**config.mk**
```make
export PLATFORM = sky130hd
export DESIGN_NAME = riscv_test_ctrl
export DESIGN_NICKNAME = d
export VERILOG_FILES = /design/src/rtl/riscv_test_ctrl.sv
export SDC_FILE = /design/constraint.sdc
export NUM_CORES = 1
export LEC_CHECK = 0
export ABC_CLOCK_PERIOD_IN_PS = 2650
export BUFFER_PORTS_ARGS = -buffer_cell sky130_fd_sc_hd__buf_2
export CORE_ASPECT_RATIO = 0.7
export CORE_MARGIN = 2
export CORE_UTILIZATION = 47
export CTS_CLUSTER_SIZE = 12
export DETAILED_ROUTE_END_ITERATION = 16
export PLACE_DENSITY = 0.77
export SYNTH_ARGS = -nofsm -noshare
export SYNTH_HDL_FRONTEND = slang
export SYNTH_SLANG_ARGS = --single-unit
```
**constraint.sdc**
```tcl
create_clock -name clk -period 2.65 [get_ports clk]
set_input_delay 0.1325 -clock clk [delete_from_list [all_inputs] [get_ports clk]]
set_output_delay 0.1325 -clock clk [all_outputs]
set_load 0.005 [all_outputs]
```
**src/rtl/riscv_test_ctrl.sv**
```systemverilog
// Run controller: sequences core reset, counts RUN cycles and retired instructions,
// and ends the run on a tohost write (pass/fail) or on the cycle budget (timeout).
module riscv_test_ctrl #(
  parameter int unsigned       RST_CYCLES     = 2,
  parameter int unsigned       TIMEOUT_CYCLES = 5000,
  parameter int unsigned       ADDR_W         = 32,
  parameter int unsigned       DATA_W         = 32,
  parameter int unsigned       CNT_W          = 32,
  parameter logic [ADDR_W-1:0] TOHOST_ADDR    = ADDR_W'(32'h0000_1000)
) (
  input  logic              clk,
  input  logic              rst,
  output logic              core_rst,
  input  logic              mem_we,
  input  logic [ADDR_W-1:0] mem_addr,
  input  logic [DATA_W-1:0] mem_wdata,
  input  logic              instret,
  output logic              done,
  output logic              pass,
  output logic              fail,
  output logic              timeout,
  output logic [DATA_W-2:0] fail_code,
  output logic [CNT_W-1:0]  cycle_count,
  output logic [CNT_W-1:0]  instret_count
);

  localparam int unsigned HOLD_W = $clog2(RST_CYCLES + 1);

  typedef enum logic [2:0] {
    ST_HOLD = 3'd0,
    ST_RUN  = 3'd1,
    ST_PASS = 3'd2,
    ST_FAIL = 3'd3,
    ST_TOUT = 3'd4
  } state_e;

  state_e              state_q, state_d;
  logic [HOLD_W-1:0]   hold_cnt_q, hold_cnt_d;
  logic                core_rst_q, core_rst_d;
  logic                done_q, done_d;
  logic                pass_q, pass_d;
  logic                fail_q, fail_d;
  logic                timeout_q, timeout_d;
  logic [DATA_W-2:0]   fail_code_q, fail_code_d;
  logic [CNT_W-1:0]    cycle_count_q, cycle_count_d;
  logic [CNT_W-1:0]    instret_count_q, instret_count_d;

  logic                tohost_hit_c;

  // A tohost write only reports when bit 0 is set; other writes are plain stores.
  assign tohost_hit_c = mem_we && (mem_addr == TOHOST_ADDR) && mem_wdata[0];

  // State and output registers.
  always_ff @(posedge clk) begin
    if (rst) begin
      state_q         <= ST_HOLD;
      hold_cnt_q      <= '0;
      core_rst_q      <= 1'b1;
      done_q          <= 1'b0;
      pass_q          <= 1'b0;
      fail_q          <= 1'b0;
      timeout_q       <= 1'b0;
      fail_code_q     <= '0;
      cycle_count_q   <= '0;
      instret_count_q <= '0;
    end else begin
      state_q         <= state_d;
      hold_cnt_q      <= hold_cnt_d;
      core_rst_q      <= core_rst_d;
      done_q          <= done_d;
      pass_q          <= pass_d;
      fail_q          <= fail_d;
      timeout_q       <= timeout_d;
      fail_code_q     <= fail_code_d;
      cycle_count_q   <= cycle_count_d;
      instret_count_q <= instret_count_d;
    end
  end

  // Next-state and next-output logic.
  always_comb begin
    state_d         = state_q;
    hold_cnt_d      = hold_cnt_q;
    core_rst_d      = core_rst_q;
    done_d          = done_q;
    pass_d          = pass_q;
    fail_d          = fail_q;
    timeout_d       = timeout_q;
    fail_code_d     = fail_code_q;
    cycle_count_d   = cycle_count_q;
    instret_count_d = instret_count_q;

    case (state_q)
      ST_HOLD: begin
        core_rst_d = 1'b1;
        hold_cnt_d = hold_cnt_q + HOLD_W'(1);
        // core_rst drops on the same edge the counter reaches RST_CYCLES.
        if (hold_cnt_q == HOLD_W'(RST_CYCLES - 1)) begin
          state_d    = ST_RUN;
          core_rst_d = 1'b0;
        end
      end

      ST_RUN: begin
        if (cycle_count_q != '1) begin
          cycle_count_d = cycle_count_q + CNT_W'(1);
        end
        if (instret && (instret_count_q != '1)) begin
          instret_count_d = instret_count_q + CNT_W'(1);
        end

        if (tohost_hit_c) begin
          done_d     = 1'b1;
          core_rst_d = 1'b1;
          if (mem_wdata == DATA_W'(1)) begin
            state_d = ST_PASS;
            pass_d  = 1'b1;
          end else begin
            state_d     = ST_FAIL;
            fail_d      = 1'b1;
            fail_code_d = mem_wdata[DATA_W-1:1];
          end
        end else if (cycle_count_d == CNT_W'(TIMEOUT_CYCLES)) begin
          state_d    = ST_TOUT;
          done_d     = 1'b1;
          timeout_d  = 1'b1;
          core_rst_d = 1'b1;
        end
      end

      ST_PASS, ST_FAIL, ST_TOUT: begin
        core_rst_d = 1'b1;
        done_d     = 1'b1;
      end

      default: begin
        state_d    = ST_HOLD;
        hold_cnt_d = '0;
        core_rst_d = 1'b1;
      end
    endcase
  end

  assign core_rst      = core_rst_q;
  assign done          = done_q;
  assign pass          = pass_q;
  assign fail          = fail_q;
  assign timeout       = timeout_q;
  assign fail_code     = fail_code_q;
  assign cycle_count   = cycle_count_q;
  assign instret_count = instret_count_q;

endmodule

```
==> qor.yml <==
synth_top_area_cell: "dfxtp_1"
skew_ns: 0.00844
min_period_ns: 2.53
async_reset_ff_frac: 0
cts.sinks: 105
rsz0062_at_grt: "no"
drt-vias-per-instance: 5.45
antenna_found_initial: 0
syn_avg_cell_area_um2: 8.34
crit_type: "flop to flop"
grt_pass1_wl_um: 25700
slew_viol_final: 0
cts_buffer_depth: 2
coreArea_um2: 11700
synth-seq-cells: 105
synth_area_um2: 5640
synth.distinct_cells: 68
endpoint_kind: "flop"
worst_ir_drop_vdd_v: 0.000361
synthTopCellsByArea: "dfxtp_1 (37%), nor2_1 (8.3%), mux2i_1 (5.9%), xor2_1 (5.7%), nand2_1 (3.7%)"
ys_warn_count: 0
synth_edf_count: 0
clock_latency_ns: 0.34
critPathMaxFanout: 5
die-area_um2: 12900
finalSetupViolations: 0
outcome: "complete, no violations"
cts_hold_buf: 0
use_met1: 0.382
n_antenna_cell: 0
cts_tree: "done"
ys.flop_type: "dfxtp_1"
hpwlAfterDp_um: 12500
gp_congestion: 0.966
drc: 0
cts_buffers: 9
cts_setup_buffers: 0
cts_max_level: 3
syn_nets: 747
busiest_layer: "met1"
nFillCells: 988
worst_setup_path_start_kind: "flop"
initial_core_util: 0.482
fin_crit_sh: 0.955
root_buffer: "clkbuf_16"
final_antenna_net_count: 0
final_cells: 1044
syn_to_final_growth_pct: 31.2
ios: 168
rows: 33
fin_util: 0.633
finalHoldViolCount: 0
syn_inst: 676
die_height_um: 95.6
max-slew-margin-rel: 0.555
overflow: 0
met3_usage: 0.0526
drtPass1Iterations: 5
hold_path_class: "input port to flop"
drive_gt1_frac: 0.345
tightest_slew_ns: 0.667
grt_usage: 0.251
clk_pin_slew_ns: 0.07
drt_wl_total_um: 16500
io_buffer_count: 167
r2r_slack_ns: 0.12
p_leak_nw: 3.08
required_ns: 2.90
die_w_um: 135
grt_max_degree: 59
met2_usage: 0.357
post_drt_wl_per_cell_um: 15.8
yosysTopAreaCellShare: 0.373
nNetsFinal: 954
power.density_nw_per_um2: 451
num_vias: 5695
drt_iter0_markers: 459
max_freq_mhz: 395
ys_seq_area_frac: 0.373
dp_cells: 1029
worstPathArrival_ns: 2.78
grt_pass1_vias: 5039
maxCapViolations: 0
==> layout by cell type, fill, tap and decap left out, types with 7 or more instances in the layout <==
master / instances
xor2_1: 37
xnor2_1: 22
buf_4: 69
nor2_1: 123
and4_1: 7
buf_2: 166
nand2_1: 55
nor4_1: 18
or3_1: 16
and3_1: 12
nor3_1: 12
nand3_1: 26
clkbuf_16: 9
nand4_1: 24
inv_1: 9
dfxtp_2: 12
a21oi_1: 19
mux2i_1: 33
dfxtp_1: 91
o21ai_0: 14
==> layer usage <==
metal  part of all wire  routed length, um
met5                  0                  0
met4              0.011                175
met1               0.49               8080
met3              0.082               1360
met2               0.42               6930
==> power breakdown <==
group	internal, W	switching (W)
Sequential	0.00160	0.0000203
Combinational	0.000120	0.000172
Clock	0.000828	0.000596
Total	0.00255	0.000788
==> worst paths after layout <==
path	startpoint	to	cells after the start
min reg2reg	pass$_SDFFE_PP0P_	pass$_SDFFE_PP0P_	2
max reg2reg	cycle_count[5]$_SDFFE_PP0P_	done$_SDFFE_PP0P_	8
max	cycle_count[5]$_SDFFE_PP0P_	done$_SDFFE_PP0P_	8
min	mem_wdata[15]	fail_code[14]$_SDFFE_PP0P_	3
==> stage by stage <==
step	total power [W]	setup WS, ns	cell area, um^2	hold slack (ns)	TNS (ns)
2_1_floorplan	0.00180	0.0477	5650	0.280	0
3_3_place_gp	0.00193	0.0295	6950	0.384	0
3_5_place_dp	0.00194	-0.0280	6950	0.394	-0.0324
4_1_cts	0.00336	0.0173	7300	0.0315	0
5_1_grt	0.00347	0.00362	7400	0.0431	0
6_report	0.00334	0.118	7400	0.0431	0
==> synth_stat cells, types with 2 or more instances <==
cell type,n
and3_1,13
xor2_1,37
nor4_2,3
nand2_1,55
or4_1,6
clkbuf_4,2
nand4_2,2
or2_2,3
o21a_1,3
nor4_1,23
a21oi_1,19
o21ai_0,15
a31o_2,2
nand3_1,29
or3_1,17
buf_2,6
nor2_1,125
nand4b_1,2
nor2b_1,2
a31oi_1,6
mux2i_1,33
nand3b_1,4
nand3_2,2
clkbuf_8,5
and4_1,7
and4b_1,2
nor3b_1,2
a211oi_1,5
xnor2_1,22
nor3_1,12
buf_6,4
inv_1,9
nand4_1,24
ha_1,3
o211ai_1,5
dfxtp_1,105
clkbuf_1,21
and2_1,6
and4_2,2
nor4b_1,5
==> cell families (layout without fill, tap and decap cells) <==
logic type,Yosys count,in the layout,synth area share
muxes,35,35,0.0632
and+or+nand+nor,358,358,0.337
DFF,105,105,0.373
AOI/OAI and AO/OA,68,68,0.0797
xor gates and xnor gates,59,59,0.0917
buffers and inverters,48,259,0.0490
adders and majority gates,3,3,0.00666
==> sequential cells by signal (all words and copies together) (netlist names) <==
name,count
core_rst,1
cycle_count,32
done,1
fail,1
fail_code,31
hold_cnt_q,2
instret_count,32
pass,1
state_q,3
timeout,1
==> critical path: stages (launching register included) <==
cell	delay [ns]
dfxtp_1	0.42
nand4_4	0.16
or4_4	0.55
or2_4	0.29
mux2_4	0.30
o32ai_2	0.14
o2111a_1	0.23
nand3_2	0.12
a311oi_2	0.22
==> final cells by class <==
class	count	area [um^2]	share of cell area
multi-input combinational	523	3380	0.457
sequential	105	2120	0.287
timing repair buffer	235	1350	0.182
clock buffer	9	225	0.0304
tap	157	196	0.0265
clock inverter	6	90.1	0.0122
inverter	9	33.8	0.00457
==> what timing repair did <==
action	CTS	global route
endpoints found under the hold margin	0	0
gates resized for setup	9	27
endpoints found under the setup margin	4	6
pin swaps	0	2
(Power assumes the default switching activity.)
